===== src/rtl/mem_request_arbiter_pkg.sv =====
// Shared types and constants for the memory request arbiter.
//   arb_state_t : arbiter FSM encoding (IDLE, BUSY, RESP)
//   ARB_FIXED   : fixed-priority arbitration, lowest channel index wins
//   ARB_RR      : round-robin arbitration starting after the last grant
//   width_min1  : $clog2 clamped to a minimum of one bit
package mem_request_arbiter_pkg;

  typedef enum logic [1:0] {
    IDLE = 2'd0,
    BUSY = 2'd1,
    RESP = 2'd2
  } arb_state_t;

  localparam int unsigned ARB_FIXED = 0;
  localparam int unsigned ARB_RR    = 1;

  // Index/counter width that never collapses to zero bits.
  function automatic int unsigned width_min1(input int unsigned n);
    return ($clog2(n) < 1) ? 1 : $clog2(n);
  endfunction

endpackage


===== src/rtl/mem_request_arbiter_if.sv =====
// Requestor and memory-bus signal bundle for mem_request_arbiter.
//   master : arbiter view (drives bus_* and resp_*, receives req_* and bus_ack/bus_rdata)
//   slave  : environment view (requestors plus memory model)
//   req_*  : per-channel request payload, held until that channel's resp_valid
//   resp_* : one-cycle completion pulse with shared read data and timeout flag
//   bus_*  : single serialised memory port
interface mem_request_arbiter_if #(
  parameter int unsigned NUM_CH = 2,
  parameter int unsigned ADDR_W = 32,
  parameter int unsigned DATA_W = 32
);
  localparam int unsigned STRB_W = DATA_W / 8;

  logic [NUM_CH-1:0]             req_valid;
  logic [NUM_CH-1:0]             req_wen;
  logic [NUM_CH-1:0][ADDR_W-1:0] req_addr;
  logic [NUM_CH-1:0][DATA_W-1:0] req_wdata;
  logic [NUM_CH-1:0][STRB_W-1:0] req_strb;

  logic [NUM_CH-1:0]             resp_valid;
  logic [DATA_W-1:0]             resp_rdata;
  logic                          resp_err;

  logic                          bus_ren;
  logic                          bus_wen;
  logic [ADDR_W-1:0]             bus_addr;
  logic [DATA_W-1:0]             bus_wdata;
  logic [STRB_W-1:0]             bus_strb;
  logic                          bus_ack;
  logic [DATA_W-1:0]             bus_rdata;

  modport master (
    input  req_valid, req_wen, req_addr, req_wdata, req_strb,
    output resp_valid, resp_rdata, resp_err,
    output bus_ren, bus_wen, bus_addr, bus_wdata, bus_strb,
    input  bus_ack, bus_rdata
  );

  modport slave (
    output req_valid, req_wen, req_addr, req_wdata, req_strb,
    input  resp_valid, resp_rdata, resp_err,
    input  bus_ren, bus_wen, bus_addr, bus_wdata, bus_strb,
    output bus_ack, bus_rdata
  );

endinterface


===== src/rtl/mem_request_arbiter_arb_pick.sv =====
// Combinational first-set picker over NUM_CH requests, searching upward
// from a rotating base index and wrapping modulo NUM_CH.
//   req_i       : request vector
//   base_i      : first index examined (0 gives plain lowest-index priority)
//   gnt_oh_c_o  : one-hot winner, zero when nothing requests
//   gnt_idx_c_o : winner index
//   gnt_any_c_o : at least one request present
module mem_request_arbiter_arb_pick #(
  parameter int unsigned NUM_CH = 2,
  parameter int unsigned CH_W   = 1
) (
  input  logic [NUM_CH-1:0] req_i,
  input  logic [CH_W-1:0]   base_i,
  output logic [NUM_CH-1:0] gnt_oh_c_o,
  output logic [CH_W-1:0]   gnt_idx_c_o,
  output logic              gnt_any_c_o
);

  logic [CH_W:0]   pos_c;
  logic [CH_W-1:0] idx_c;

  // Walk base, base+1, ... with wrap; the first requester found wins.
  always_comb begin
    gnt_oh_c_o  = '0;
    gnt_idx_c_o = '0;
    gnt_any_c_o = 1'b0;
    pos_c       = '0;
    idx_c       = '0;
    for (int unsigned i = 0; i < NUM_CH; i++) begin
      pos_c = {1'b0, base_i} + (CH_W+1)'(i);
      if (pos_c >= (CH_W+1)'(NUM_CH)) begin
        pos_c = pos_c - (CH_W+1)'(NUM_CH);
      end
      idx_c = pos_c[CH_W-1:0];
      if (!gnt_any_c_o && req_i[idx_c]) begin
        gnt_any_c_o        = 1'b1;
        gnt_oh_c_o[idx_c]  = 1'b1;
        gnt_idx_c_o        = idx_c;
      end
    end
  end

endmodule


===== src/rtl/mem_request_arbiter.sv =====
// Serialises load/store/fetch requests from NUM_CH requestors onto one memory
// bus. A granted request is held in registers until bus_ack or timeout, then a
// one-cycle response is returned to the originating channel.
//   CLK    : clock
//   nRST   : synchronous active-low reset
//   bus_if : requestor, response and memory-bus signals (master view)
module mem_request_arbiter
  import mem_request_arbiter_pkg::*;
#(
  parameter int unsigned NUM_CH      = 2,
  parameter int unsigned ADDR_W      = 32,
  parameter int unsigned DATA_W      = 32,
  parameter int unsigned ARB_MODE    = ARB_FIXED,
  parameter int unsigned TIMEOUT_CYC = 0
) (
  input  logic                 CLK,
  input  logic                 nRST,
  mem_request_arbiter_if.master bus_if
);

  localparam int unsigned STRB_W = DATA_W / 8;
  localparam int unsigned CH_W   = width_min1(NUM_CH);
  localparam int unsigned CNT_W  = width_min1(TIMEOUT_CYC + 1);
  localparam bit          TO_EN  = (TIMEOUT_CYC != 0);

  localparam logic [1:0] ST_IDLE = IDLE;
  localparam logic [1:0] ST_BUSY = BUSY;
  localparam logic [1:0] ST_RESP = RESP;

  logic [1:0]        state_q,      state_d;
  logic [CH_W-1:0]   id_q,         id_d;
  logic [CH_W-1:0]   last_grant_q, last_grant_d;
  logic [CNT_W-1:0]  cnt_q,        cnt_d;
  logic              bus_ren_q,    bus_ren_d;
  logic              bus_wen_q,    bus_wen_d;
  logic [ADDR_W-1:0] bus_addr_q,   bus_addr_d;
  logic [DATA_W-1:0] bus_wdata_q,  bus_wdata_d;
  logic [STRB_W-1:0] bus_strb_q,   bus_strb_d;
  logic [NUM_CH-1:0] resp_valid_q, resp_valid_d;
  logic [DATA_W-1:0] resp_rdata_q, resp_rdata_d;
  logic              resp_err_q,   resp_err_d;

  logic [CH_W-1:0]   rr_base_c;
  logic [CH_W-1:0]   pick_base_c;
  logic [NUM_CH-1:0] pick_oh_c;
  logic [CH_W-1:0]   pick_idx_c;
  logic              pick_any_c;
  logic              pick_wen_c;
  logic              timeout_c;

  // Round-robin search begins one past the last granted channel.
  assign rr_base_c   = (last_grant_q == CH_W'(NUM_CH - 1)) ? '0 : last_grant_q + CH_W'(1);
  assign pick_base_c = (ARB_MODE == ARB_RR) ? rr_base_c : '0;

  mem_request_arbiter_arb_pick #(
    .NUM_CH (NUM_CH),
    .CH_W   (CH_W)
  ) u_pick (
    .req_i       (bus_if.req_valid),
    .base_i      (pick_base_c),
    .gnt_oh_c_o  (pick_oh_c),
    .gnt_idx_c_o (pick_idx_c),
    .gnt_any_c_o (pick_any_c)
  );

  assign pick_wen_c = |(bus_if.req_wen & pick_oh_c);

  // Last BUSY cycle allowed without ack; counter starts at 0 on BUSY entry.
  assign timeout_c = TO_EN && (cnt_q == CNT_W'(TIMEOUT_CYC - 1));

  // Next-state and registered-output logic.
  always_comb begin
    state_d      = state_q;
    id_d         = id_q;
    last_grant_d = last_grant_q;
    cnt_d        = cnt_q;
    bus_ren_d    = bus_ren_q;
    bus_wen_d    = bus_wen_q;
    bus_addr_d   = bus_addr_q;
    bus_wdata_d  = bus_wdata_q;
    bus_strb_d   = bus_strb_q;
    resp_valid_d = '0;
    resp_rdata_d = resp_rdata_q;
    resp_err_d   = 1'b0;

    case (state_q)
      ST_IDLE: begin
        if (pick_any_c) begin
          state_d      = ST_BUSY;
          id_d         = pick_idx_c;
          last_grant_d = pick_idx_c;
          cnt_d        = '0;
          bus_wen_d    = pick_wen_c;
          bus_ren_d    = ~pick_wen_c;
          bus_addr_d   = bus_if.req_addr[pick_idx_c];
          bus_wdata_d  = bus_if.req_wdata[pick_idx_c];
          bus_strb_d   = bus_if.req_strb[pick_idx_c];
        end
      end

      ST_BUSY: begin
        // Ack takes precedence over a simultaneous timeout.
        if (bus_if.bus_ack) begin
          state_d          = ST_RESP;
          bus_ren_d        = 1'b0;
          bus_wen_d        = 1'b0;
          resp_valid_d[id_q] = 1'b1;
          resp_rdata_d     = bus_wen_q ? '0 : bus_if.bus_rdata;
          resp_err_d       = 1'b0;
        end else if (timeout_c) begin
          state_d          = ST_RESP;
          bus_ren_d        = 1'b0;
          bus_wen_d        = 1'b0;
          resp_valid_d[id_q] = 1'b1;
          resp_rdata_d     = '0;
          resp_err_d       = 1'b1;
        end else if (TO_EN) begin
          cnt_d = cnt_q + CNT_W'(1);
        end
      end

      ST_RESP: begin
        state_d = ST_IDLE;
      end

      default: begin
        state_d = ST_IDLE;
      end
    endcase
  end

  // State and output registers; reset abandons any in-flight transaction.
  always_ff @(posedge CLK) begin
    if (!nRST) begin
      state_q      <= ST_IDLE;
      id_q         <= '0;
      last_grant_q <= CH_W'(NUM_CH - 1);
      cnt_q        <= '0;
      bus_ren_q    <= 1'b0;
      bus_wen_q    <= 1'b0;
      bus_addr_q   <= '0;
      bus_wdata_q  <= '0;
      bus_strb_q   <= '0;
      resp_valid_q <= '0;
      resp_rdata_q <= '0;
      resp_err_q   <= 1'b0;
    end else begin
      state_q      <= state_d;
      id_q         <= id_d;
      last_grant_q <= last_grant_d;
      cnt_q        <= cnt_d;
      bus_ren_q    <= bus_ren_d;
      bus_wen_q    <= bus_wen_d;
      bus_addr_q   <= bus_addr_d;
      bus_wdata_q  <= bus_wdata_d;
      bus_strb_q   <= bus_strb_d;
      resp_valid_q <= resp_valid_d;
      resp_rdata_q <= resp_rdata_d;
      resp_err_q   <= resp_err_d;
    end
  end

  assign bus_if.bus_ren    = bus_ren_q;
  assign bus_if.bus_wen    = bus_wen_q;
  assign bus_if.bus_addr   = bus_addr_q;
  assign bus_if.bus_wdata  = bus_wdata_q;
  assign bus_if.bus_strb   = bus_strb_q;
  assign bus_if.resp_valid = resp_valid_q;
  assign bus_if.resp_rdata = resp_rdata_q;
  assign bus_if.resp_err   = resp_err_q;

endmodule


===== src/flat_wrapper.sv =====
// flat-port wrapper written by rule: the top's interface ports become plain ports
module mem_request_arbiter_flat import mem_request_arbiter_pkg::*;
#(
  parameter int unsigned NUM_CH      = 2,
  parameter int unsigned ADDR_W      = 32,
  parameter int unsigned DATA_W      = 32,
  parameter int unsigned ARB_MODE    = ARB_FIXED,
  parameter int unsigned TIMEOUT_CYC = 0
)
  (CLK, nRST, bus_if_req_valid, bus_if_req_wen, bus_if_req_addr, bus_if_req_wdata, bus_if_req_strb, bus_if_resp_valid, bus_if_resp_rdata, bus_if_resp_err, bus_if_bus_ren, bus_if_bus_wen, bus_if_bus_addr, bus_if_bus_wdata, bus_if_bus_strb, bus_if_bus_ack, bus_if_bus_rdata);
  mem_request_arbiter_if #(.NUM_CH(NUM_CH), .ADDR_W(ADDR_W), .DATA_W(DATA_W)) bus_if_i ();
  input  logic CLK;
  input  logic nRST;
  input wire logic [$bits(bus_if_i.req_valid)-1:0] bus_if_req_valid;
  input wire logic [$bits(bus_if_i.req_wen)-1:0] bus_if_req_wen;
  input wire logic [$bits(bus_if_i.req_addr)-1:0] bus_if_req_addr;
  input wire logic [$bits(bus_if_i.req_wdata)-1:0] bus_if_req_wdata;
  input wire logic [$bits(bus_if_i.req_strb)-1:0] bus_if_req_strb;
  output wire logic [$bits(bus_if_i.resp_valid)-1:0] bus_if_resp_valid;
  output wire logic [$bits(bus_if_i.resp_rdata)-1:0] bus_if_resp_rdata;
  output wire logic [$bits(bus_if_i.resp_err)-1:0] bus_if_resp_err;
  output wire logic [$bits(bus_if_i.bus_ren)-1:0] bus_if_bus_ren;
  output wire logic [$bits(bus_if_i.bus_wen)-1:0] bus_if_bus_wen;
  output wire logic [$bits(bus_if_i.bus_addr)-1:0] bus_if_bus_addr;
  output wire logic [$bits(bus_if_i.bus_wdata)-1:0] bus_if_bus_wdata;
  output wire logic [$bits(bus_if_i.bus_strb)-1:0] bus_if_bus_strb;
  input wire logic [$bits(bus_if_i.bus_ack)-1:0] bus_if_bus_ack;
  input wire logic [$bits(bus_if_i.bus_rdata)-1:0] bus_if_bus_rdata;
  assign bus_if_i.req_valid = bus_if_req_valid;
  assign bus_if_i.req_wen = bus_if_req_wen;
  assign bus_if_i.req_addr = bus_if_req_addr;
  assign bus_if_i.req_wdata = bus_if_req_wdata;
  assign bus_if_i.req_strb = bus_if_req_strb;
  assign bus_if_resp_valid = bus_if_i.resp_valid;
  assign bus_if_resp_rdata = bus_if_i.resp_rdata;
  assign bus_if_resp_err = bus_if_i.resp_err;
  assign bus_if_bus_ren = bus_if_i.bus_ren;
  assign bus_if_bus_wen = bus_if_i.bus_wen;
  assign bus_if_bus_addr = bus_if_i.bus_addr;
  assign bus_if_bus_wdata = bus_if_i.bus_wdata;
  assign bus_if_bus_strb = bus_if_i.bus_strb;
  assign bus_if_i.bus_ack = bus_if_bus_ack;
  assign bus_if_i.bus_rdata = bus_if_bus_rdata;
  mem_request_arbiter #(.NUM_CH(NUM_CH), .ADDR_W(ADDR_W), .DATA_W(DATA_W), .ARB_MODE(ARB_MODE), .TIMEOUT_CYC(TIMEOUT_CYC)) u_core (.CLK(CLK), .nRST(nRST), .bus_if(bus_if_i));
endmodule

===== config.mk =====
export PLATFORM = sky130hd
export DESIGN_NAME = mem_request_arbiter_flat
export DESIGN_NICKNAME = d
export VERILOG_FILES = /design/src/rtl/mem_request_arbiter_pkg.sv /design/src/rtl/mem_request_arbiter_if.sv /design/src/rtl/mem_request_arbiter_arb_pick.sv /design/src/rtl/mem_request_arbiter.sv /design/src/flat_wrapper.sv
export SDC_FILE = /design/constraint.sdc
export NUM_CORES = 1
export LEC_CHECK = 0
export ABC_AREA = 1
export BUFFER_PORTS_ARGS = -buffer_cell sky130_fd_sc_hd__buf_2
export CAP_MARGIN = 30
export CORE_AREA = 4 4 112 114
export CTS_BUF_LIST = sky130_fd_sc_hd__clkbuf_8
export CTS_CLUSTER_DIAMETER = 150
export CTS_CLUSTER_SIZE = 25
export DETAILED_ROUTE_END_ITERATION = 7
export DIE_AREA = 0 0 116 118
export PLACE_DENSITY = 0.88
export SKIP_LAST_GASP = 1
export SLEW_MARGIN = 20
export SYNTH_ARGS = -nofsm -noshare
export SYNTH_HDL_FRONTEND = slang
export SYNTH_SLANG_ARGS = --single-unit

===== constraint.sdc =====
create_clock -name CLK -period 1.6 [get_ports CLK]
set_input_delay 0.32 -clock CLK [delete_from_list [all_inputs] [get_ports CLK]]
set_output_delay 0.32 -clock CLK [all_outputs]
set_load 0.05 [all_outputs]

==> run metrics, run 1 <==
status finished, final reports clean; min cycle time layout about 1.4 ns; FMAX 729.7 MHz; initial antenna violation count 0; Hold-fix buffers, CTS 0; max-slew violation count 0; Yosys cell types 20; area of the multi-input gates between 2000 and 2500 um2; first-pass GRT wire length roughly 21000 um; DR WL/cell 12.14 um; fin worst setup slack 0.2295 ns; crit-path max FO 83; Mapped Cells 764; nets@finish roughly 1200; period utilization 85.65%; post-synth top area share between 40 and 50%; endpoints failing hold 0; static leakage a little under 4 nW; Die Wd approximately 120 um; Reg clk slew, reported paths 0.11 ns; flip-flop and latch area 2142 um2; Clock Path Buffers 2; syn avg cell area 6.384 um2; Clock Skews 0.01189 ns; DRC viols 0; count leader, synth nor2_1; Post-synth EDFFs 0; routability cong. 0.8078; area delta synth->final 35.12%; antenna cell count 0; Post-Syn Nets approximately 940; number of global-route vias before repair around 4700; CP Capture Point u_core.bus_if.bus_wdata[13]$_SDFFE_PN0P_; Mapped Area about 4900 um2; drt first-iter violations 347; Die ar. 13690 um2; Setup Viol. Count Final 0; Worst Reg-to-Reg Cells 7; GR Util All Layers 19.05%; register area share after synthesis a little over two fifths; final std cells w/o fill roughly 1200; worst setup path category flop to flop; Hold Path Class input port to flop; CTS buffer count 9; Starting Density 42.71%; post_cts resized 0; Critical Path RT ~1.9 ns; final design utilization between 50% and 60%; antenna viol nets, final 0; Post-DP HPWL 10490 um; CTS root buf clkbuf_8; Die H 118 um; synth warn 0; Pwr Density 1071 nW/um2; vias per std cell roughly 4.7; flop2flop setup slack 0.23 ns; post-synth top area cell dfxtp_1; latest clock arrival within the worst-skew pair 0.37 ns; fraction of layout cells with a size suffix above 1 30.49%; Seq cells post-synth 107; grt total ovfl 0; Crit Reg-Reg Endpoint u_core.bus_if.bus_wdata[13]$_SDFFE_PN0P_; H-tree level count 3; arrival time at the worst endpoint 1.64 ns; max_cap viols 0; Port-buffer cells about 280; Pre-antenna DRT Iters 4; row count 39; largest net degree at the start of global routing 84; Async SR Flop Fraction 0%; Worst VDD drop between 600 and 700 uV; largest cells by area after synthesis dfxtp_1 (44%), nor2_1 (16%), nand2_1 (13%); number of I/O pins 280; # fillers 1095; crit path from u_core.state_q[1]$_SDFFE_PN0P_; Pwr Total 0.007057 W; CTS tree built; reg2reg start u_core.state_q[1]$_SDFFE_PN0P_; clk sink count ~110; Worst setup EP type flop; most frequent cells after synthesis nor2_1 (207), nand2_1 (175), dfxtp_1 (107); setup_tns 0 ns; core area 11420 um2; Post-CTS Setup Repair Bufs 0; routed vias 5422; Placed Instances 1147; Post-Place Worst Slack 0.2137 ns; final WL between 10000 and 15000 um; RSZ-0062 raised after global routing no; crit path launch type flop; Synth Flop Type dfxtp_1
## sequential cells by signal, summed over array words and instances, names as in the netlist
signal                    cells
u_core.state_q                2
u_core.bus_if.resp_valid      2
u_core.bus_if.bus_wdata      32
u_core.id_q                   1
u_core.bus_if.bus_ren         1
u_core.bus_if.bus_strb        4
u_core.bus_if.bus_wen         1
u_core.bus_if.resp_rdata     32
u_core.bus_if.bus_addr       32
## area by class of cell
class                   count  share of cell area [%]
well taps                 143                   2.715
repair buffers            291                   23.73
multi-input cells         530                   33.24
inverters                  76                   4.329
clock inverters             7                   1.595
flip-flops and latches    107                   32.50
clock buffers               9                   1.880
## stage by stage
| step | cell area, um2 | hold slack, ns |
|---|---|---|
| detailed placement | 6361 | 0.4522 |
| finish | 6590 | 0.1976 |
| floorplan | 4877 | 0.4132 |
| CTS | 6590 | 0.1728 |
| global placement | 6361 | 0.4451 |
| global route | 6590 | 0.1788 |
## placed cells by master, fill, tap and decap left out
cell type / count
buf_2: 278
nor2_1: 207
nand2_1: 175
dfxtp_1: 107
o21ai_0: 83
inv_1: 75
nand3_1: 38
o21ai_1: 17
clkbuf_8: 9
buf_4: 7
buf_12: 6
a21oi_1: 4
inv_8: 2
inv_6: 2
bufinv_16: 2
inv_2: 1
nand3b_1: 1
nand2_4: 1
nor2_2: 1
nor2_4: 1
nand4_1: 1
conb_1: 1
clkinv_2: 1
## cells by family (layout without fill, tap and decap cells)
| family | after synthesis | after routing | synth area share, % |
|---|---|---|---|
| compound gates | 104 | 104 | 10.67 |
| flops | 107 | 107 | 43.92 |
| buf+inv | 127 | 383 | 11.26 |
| other cells | 1 | 1 | 0.07689 |
| simple gates | 425 | 425 | 34.07 |
## layer usage
metal / vias up / wire (um) / GRT usage (%) / part of all wire, %
met2: 224 / 6683 / 31.40 / 47
met4: 0 / 440 / 9.282 / 3.1
met3: 36 / 1347 / 5.141 / 9.5
met1: 2343 / 5645 / 22.56 / 40
met5: - / 0 / 0 / 0
li1: 2819 / - / - / -
## power breakdown
group / leakage, nW / internal (W) / total (W) / switching (W)
combinational: 2.91 / 0.000591 / 0.00213 / 0.00154
clock: 0.118 / 0.000913 / 0.00190 / 0.000987
sequential: 0.883 / 0.00291 / 0.00303 / 0.000123
total: 3.91 / 0.00441 / 0.00706 / 0.00265
## worst max-delay path, cell delays in order (launching register included)
cell     delay (ns)
dfxtp_1        0.33
inv_1          0.10
nand2_1        0.10
nor2_4         0.15
buf_12         0.29
nand2_1        0.08
nor2_1         0.11
nor2_1         0.06
## how the worst min path moves through the flow
stage / startpoint / end / slack [ns] / cells after the start
global placement: u_core.id_q$_SDFFE_PN0P_ / u_core.bus_if.resp_valid[0]$_SDFF_PN0_ / 0.45 / 1
global route: bus_if_bus_rdata[31] / u_core.bus_if.resp_rdata[31]$_SDFFE_PN0P_ / 0.18 / 3
detailed placement: u_core.id_q$_SDFFE_PN0P_ / u_core.bus_if.resp_valid[0]$_SDFF_PN0_ / 0.45 / 1
floorplan: u_core.id_q$_SDFFE_PN0P_ / u_core.bus_if.resp_valid[0]$_SDFF_PN0_ / 0.41 / 1
CTS: bus_if_bus_rdata[31] / u_core.bus_if.resp_rdata[31]$_SDFFE_PN0P_ / 0.17 / 3
finish: bus_if_bus_rdata[23] / u_core.bus_if.resp_rdata[23]$_SDFFE_PN0P_ / 0.20 / 3
(Power assumes the default switching activity.)
==> inputs of run 2 (changes only) <==
--- a/config.mk
+++ b/config.mk
@@ -8,13 +8,14 @@
 export ABC_AREA = 1
 export BUFFER_PORTS_ARGS = -buffer_cell sky130_fd_sc_hd__buf_2
 export CAP_MARGIN = 30
-export CORE_AREA = 4 4 112 114
+export CELL_PAD_IN_SITES_DETAIL_PLACEMENT = 2
+export CELL_PAD_IN_SITES_GLOBAL_PLACEMENT = 2
+export CORE_AREA = 4 4 154 156
 export CTS_BUF_LIST = sky130_fd_sc_hd__clkbuf_8
 export CTS_CLUSTER_DIAMETER = 150
-export CTS_CLUSTER_SIZE = 25
 export DETAILED_ROUTE_END_ITERATION = 7
-export DIE_AREA = 0 0 116 118
-export PLACE_DENSITY = 0.88
+export DIE_AREA = 0 0 158 160
+export PLACE_DENSITY = 0.93
 export SKIP_LAST_GASP = 1
 export SLEW_MARGIN = 20
 export SYNTH_ARGS = -nofsm -noshare
==> run 2 against run 1 <==
Effect of this change:
- register-to-register slack got worse by 0.06 ns
- largest power group unchanged
- largest cell class unchanged
- global-route usage down 3.4 points
- clock skew is 0.0016 ns higher
- via count is 6.0% higher
- sequential share of layout area shrank 0.92 points
- combinational power increased by 6%
- die area up 85%
- hold slack worse by 0.0065 ns
- cell count grew 13%
- critical endpoint is now u_core.bus_if.resp_rdata[28]$_SDFFE_PN0P_
- highest routed layer is now met5
- wire length is 43% higher
- clock-buffer cell count up 1
==> run metrics, run 2 (synthesis results as in run 1) <==
clk sink count 107 (unchanged); number of I/O pins 280 (unchanged); Hold-fix buffers, CTS 0 (unchanged); commonest non-fill, non-tap cell in the layout buf_2 (unchanged); setup_tns 0 ns (unchanged); Die Wd 158 um (was 116 um); Crit path largest cell delay 0.43 ns (was 0.33 ns); status finished, final reports clean (unchanged); area delta synth->final 39.07% (was 35.12%); antenna viol nets, final 0 (unchanged); RSZ-0062 raised after global routing no (unchanged); Clock Path Buffers 2 (unchanged); cell mode on critical path nand3_1; latest clock arrival within the worst-skew pair 0.38 ns (was 0.37 ns); Clock Skews 0.01345 ns (was 0.01189 ns); GR Util All Layers 15.68% (was 19.05%); Pwr Density 1033 nW/um2 (was 1071 nW/um2); vias per std cell 4.392 (was 4.662); max-slew violation count 0 (unchanged); H-tree level count 3 (unchanged); Reg clk slew, reported paths 0.12 ns (was 0.11 ns); core area 22370 um2 (was 11420 um2); worst setup path category flop to flop (unchanged); first-pass GRT wire length 32170 um (was 21410 um); grt total ovfl 0 (unchanged); Post-DP HPWL 15620 um (was 10490 um); drt first-iter violations 274 (was 347); Top Metal Used met5 (was met4); Placed Instances 1292 (was 1147); final WL 20200 um (was 14120 um); WL met1 8374 um (was 5645 um); Starting Density 21.81% (was 42.71%); Setup Viol. Count Final 0 (unchanged); final design utilization 30.33% (was 57.71%); final std cells w/o fill 1309 (was 1163); Post-CTS Setup Repair Bufs 0 (unchanged); # fillers 2788 (was 1095); CP top delay family simple AND/OR/NAND/NOR gates (unchanged); number of global-route vias before repair 6276 (was 4695); Bufs and invs on worst path 1 (was 2); period utilization 89.49% (was 85.65%); endpoints failing hold 0 (unchanged); fin worst setup slack 0.1681 ns (was 0.2295 ns); Worst VDD drop 442.5 uV (was 642.1 uV); row count 55 (was 39); Worst setup EP type flop (unchanged); Die H 160 um (was 118 um); CTS buffer count 9 (unchanged); Die ar. 25280 um2 (was 13690 um2); WL met3 1190 um (was 1347 um); CTS root buf clkbuf_8 (unchanged); largest net degree at the start of global routing 59 (was 84); Met2 Routed Length 10310 um (was 6683 um); Post-Place Worst Slack 0.1335 ns (was 0.2137 ns); DR WL/cell 15.43 um (was 12.14 um); most frequent cells in the layout buf_2 (278), nor2_1 (207), nand2_1 (175), dfxtp_1 (107), o21ai_0 (83) (unchanged); Pre-antenna DRT Iters 4 (unchanged); DRC viols 0 (unchanged); crit-path cells nand3_1 > buf_12 > nand3_1 > o21ai_0 (was inv_1 > nand2_1 > nor2_4 > buf_12 > nand2_1 > nor2_1 > nor2_1); Critical Path RT 1.86 ns (was 1.87 ns); fraction of layout cells with a size suffix above 1 30.69% (was 30.49%); static leakage 3.909 nW (was 3.906 nW); post_cts resized 0 (unchanged); min cycle time layout 1.432 ns (was 1.370 ns); max_cap viols 0 (unchanged); CP max-delay cell dfxtp_1 (unchanged); nets@finish 1193 (was 1190); routability cong. 0.7664 (was 0.8078); Hold Path Class input port to flop (unchanged); FMAX 698.4 MHz (was 729.7 MHz); crit path launch type flop (unchanged); Port-buffer cells 278 (unchanged); CTS tree built (unchanged); crit-path max FO 27 (was 83); arrival time at the worst endpoint 1.69 ns (was 1.64 ns); initial antenna violation count 4 (was 0); routed vias 5749 (was 5422)
==> run 2: cell types whose count changed in the layout (fill, tap and decap cells not counted), sizes merged <==
cell      before  now
buf          291  294
diode          0    1
bufinv         2    0
clkinvlp       0    1
clkbuf         9   10
==> run 2: layout make-up <==
class | count | area [um2] | share of cell area [%]
Multi-Input combinational cell | 530 | 2191 | 32.30
Sequential cell | 107 | 2142 | 31.58
Timing Repair Buffer | 294 | 1612 | 23.76
Tap cell | 285 | 356.6 | 5.257
Inverter | 76 | 285.3 | 4.206
Clock buffer | 10 | 137.6 | 2.029
Clock inverter | 6 | 56.30 | 0.8301
Antenna cell | 1 | 2.502 | 0.03689
==> run 2: worst min-delay path, cell delays in order <==
cell     delay [ns]
buf_2          0.10
nand2_1        0.05
o21ai_0        0.07
==> run 2: where the power goes <==
| part | internal (W) | leakage [nW] | switching (W) |
|---|---|---|---|
| registers | 0.00291 | 0.883 | 0.000126 |
| clock network | 0.000648 | 0.0973 | 0.00107 |
| logic | 0.000620 | 2.93 | 0.00163 |
==> run 2: path summary, 6_finish.rpt <==
kind	from	end	slack [ns]	cells past startpoint
setup reg to reg	u_core.state_q[0]$_SDFFE_PN0P_	u_core.bus_if.resp_rdata[28]$_SDFFE_PN0P_	0.17	4
hold / removal	bus_if_bus_rdata[27]	u_core.bus_if.resp_rdata[27]$_SDFFE_PN0P_	0.19	3
hold reg to reg	u_core.id_q$_SDFFE_PN0P_	u_core.bus_if.resp_valid[0]$_SDFF_PN0_	0.48	1
setup / recovery	u_core.state_q[0]$_SDFFE_PN0P_	u_core.bus_if.resp_rdata[28]$_SDFFE_PN0P_	0.17	4
==> run 2: per-stage QoR <==
| step | power [W] | instance area (um2) | hold slack (ns) |
|---|---|---|---|
| final | 0.007009 | 6783 | 0.1911 |
| after global placement | 0.005295 | 6586 | 0.4311 |
| after floorplan | 0.004612 | 4877 | 0.4132 |
| after global routing | 0.007489 | 6783 | 0.1676 |
| after detailed placement | 0.005380 | 6586 | 0.4507 |
| after CTS | 0.007175 | 6780 | 0.1520 |
==> run 2: metal layers <==
metal  vias to the layer above  global-route usage [%]
li1                       2833                       -
met5                         -                       0
met4                         6                   3.528
met2                       161                   28.41
met1                      2724                   18.25
met3                        25                   4.309
==> inputs of run 3 (changes only) <==
==> constraint.sdc (replaced) <==
create_clock -name CLK -period 1.4 [get_ports CLK]
set_input_delay 0.28 -clock CLK [delete_from_list [all_inputs] [get_ports CLK]]
set_output_delay 0.28 -clock CLK [all_outputs]
set_load 0.05 [all_outputs]
==> run 3 against run 2 <==
Effect of this change:
- the run now ends with setup timing left
- die area did not move
- setup slack got worse by 0.18 ns
- hold slack got worse by 0.046 ns
- via count is 2.6% higher
- clock-buffer cell count down 1
- sequential cell count unchanged
- first-iteration DRC count down 26%
- sequential share of layout area decreased by 1.8 points
- combinational power increased by 30%
==> run metrics, run 3 (synthesis results as in run 1) <==
number of global-route vias before repair 6304 (was 6276); arrival time at the worst endpoint 1.69 ns (about the same); Hold Path Class input port to flop (unchanged); violated checks setup timing; routability cong. 0.7861 (was 0.7664); largest net degree at the start of global routing 63 (was 59); Post-DP HPWL 16080 um (was 15620 um); Worst VDD drop 380.3 uV (was 442.5 uV); Pint 0.005100 W (was 0.004176 W); Post-Place Worst Slack -0.04014 ns (was 0.1335 ns); Die H 160 um (unchanged); Clock Path Buffers 2 (unchanged); Pwr Density 1181 nW/um2 (was 1033 nW/um2); Sw Share 40.10% (was 40.42%); Clock power frac 24.9% (was 24.6%); CTS tree built (unchanged); antenna viol nets, final 0 (unchanged); CTS root buf clkbuf_8 (unchanged); Hold-fix buffers, CTS 0 (unchanged); Setup Viol. Count Final 3 (was 0); H-tree level count 3 (unchanged); sequential share of power 40.8% (was 43.3%); Worst setup EP type flop (unchanged); DRC viols 0 (unchanged); vias per std cell 4.440 (was 4.392); max-slew violation count 0 (unchanged); max_cap viols 0 (unchanged); first-pass GRT wire length 32400 um (was 32170 um); drt first-iter violations 202 (was 274); crit path launch type flop (unchanged); nets@finish 1211 (was 1193); NetSw 0.003414 W (was 0.002833 W); Reg clk slew, reported paths 0.12 ns (about the same); DR WL/cell 16.97 um (was 15.43 um); area delta synth->final 47.82% (was 39.07%); most frequent cells in the layout buf_2 (276), nor2_1 (187), nand2_1 (163), dfxtp_1 (105), o21ai_0 (80) (was buf_2 (278), nor2_1 (207), nand2_1 (175), dfxtp_1 (107), o21ai_0 (83)); final WL 22540 um (was 20200 um); clk sink count 107 (unchanged); number of I/O pins 280 (unchanged); status finished with violations (was finished, final reports clean); Die Wd 158 um (unchanged); worst setup path category flop to flop (unchanged); period utilization 100.8% (was 89.49%); Clock Skews 0.01014 ns (was 0.01345 ns); row count 55 (unchanged); Port-buffer cells 278 (unchanged); grt total ovfl 0 (unchanged); Pwr Total 0.008514 W (was 0.007009 W); core area 22370 um2 (unchanged); # fillers 2736 (was 2788); latest clock arrival within the worst-skew pair 0.38 ns (about the same); Pre-antenna DRT Iters 4 (unchanged); Placed Instances 1296 (was 1292); FMAX 708.6 MHz (was 698.4 MHz); Starting Density 21.81% (unchanged); endpoints failing hold 0 (unchanged); final std cells w/o fill 1328 (was 1309); Die ar. 25280 um2 (unchanged); RSZ-0062 raised after global routing yes (was no); Gate power share 34.3% (was 32.2%); fin worst setup slack -0.01120 ns (was 0.1681 ns); crit-path max FO 10 (was 27); Critical Path RT 1.68 ns (was 1.86 ns); min cycle time layout 1.411 ns (was 1.432 ns); static leakage 4.065 nW (was 3.909 nW); initial antenna violation count 3 (was 4); fraction of layout cells with a size suffix above 1 35.35% (was 30.69%); GR Util All Layers 15.89% (was 15.68%); commonest non-fill, non-tap cell in the layout buf_2 (unchanged); final design utilization 32.24% (was 30.33%); CTS buffer count 9 (unchanged); routed vias 5896 (was 5749)
## run 3: path summary, 6_finish.rpt
kind                                                startpoint                                   endpoint  slack [ns]  cells after the start
worst max-delay path            u_core.state_q[0]$_SDFFE_PN0P_     u_core.bus_if.bus_addr[6]$_SDFFE_PN0P_       -0.01                      8
worst min-delay path                      bus_if_bus_rdata[14]  u_core.bus_if.resp_rdata[14]$_SDFFE_PN0P_        0.15                      3
worst max register to register  u_core.state_q[0]$_SDFFE_PN0P_     u_core.bus_if.bus_addr[6]$_SDFFE_PN0P_       -0.01                      8
worst min register to register        u_core.id_q$_SDFFE_PN0P_     u_core.bus_if.resp_valid[0]$_SDFF_PN0_        0.45                      1
## run 3: power groups by stage
stage	Combinational (W)	Sequential (W)	Clock [W]
2_1_floorplan	0.000804	0.00447	0
4_1_cts	0.00267	0.00348	0.00221
3_5_place_dp	0.00265	0.00354	0
6_report	0.00292	0.00348	0.00212
3_3_place_gp	0.00256	0.00353	0
5_1_grt	0.00315	0.00352	0.00237
## run 3: per-stage QoR
step | area, um2 | hold slack, ns | TNS, ns
global route | 7209 | 0.1232 | -2.387
CTS | 6869 | 0.1119 | -0.01325
global placement | 6641 | 0.4349 | 0
detailed placement | 6641 | 0.4371 | -0.05000
floorplan | 4877 | 0.4132 | 0
finish | 7209 | 0.1454 | -0.02080
## run 3: worst max-delay path, cell delays in order, from the launching register on
cell,delay [ns]
dfxtp_4,0.38
inv_2,0.05
nand2_2,0.06
nor2_4,0.23
buf_12,0.19
buf_8,0.14
nand2_1,0.09
nor2_2,0.11
nor2_1,0.06
## run 3: layout make-up
class / instances / area, um2 / area share (%)
diodes: 2 / 5.005 / 0.06942
clock buffers: 9 / 123.9 / 1.718
clock inverters: 7 / 86.33 / 1.198
inverters: 76 / 285.3 / 3.957
multi-input cells: 530 / 2286 / 31.71
flip-flops and latches: 107 / 2147 / 29.78
well taps: 285 / 356.6 / 4.946
repair buffers: 312 / 1919 / 26.62
## run 3: metal layers
metal	part of all wire (%)	global-route usage, %	vias up	wire (um)
li1	-	-	2868	-
met1	40	17.70	2815	9007
met2	52	28.87	177	11700
met3	5.9	4.228	34	1336
met4	2.1	5.467	2	479
met5	0.058	0	-	13
## run 3: repair_timing
item | CTS | global route
endpoints found under the setup margin | 3 | 63
cloned | 0 | 8
pin swaps | 0 | 25
resized for setup | 1 | 52
setup buffers | 2 | 4
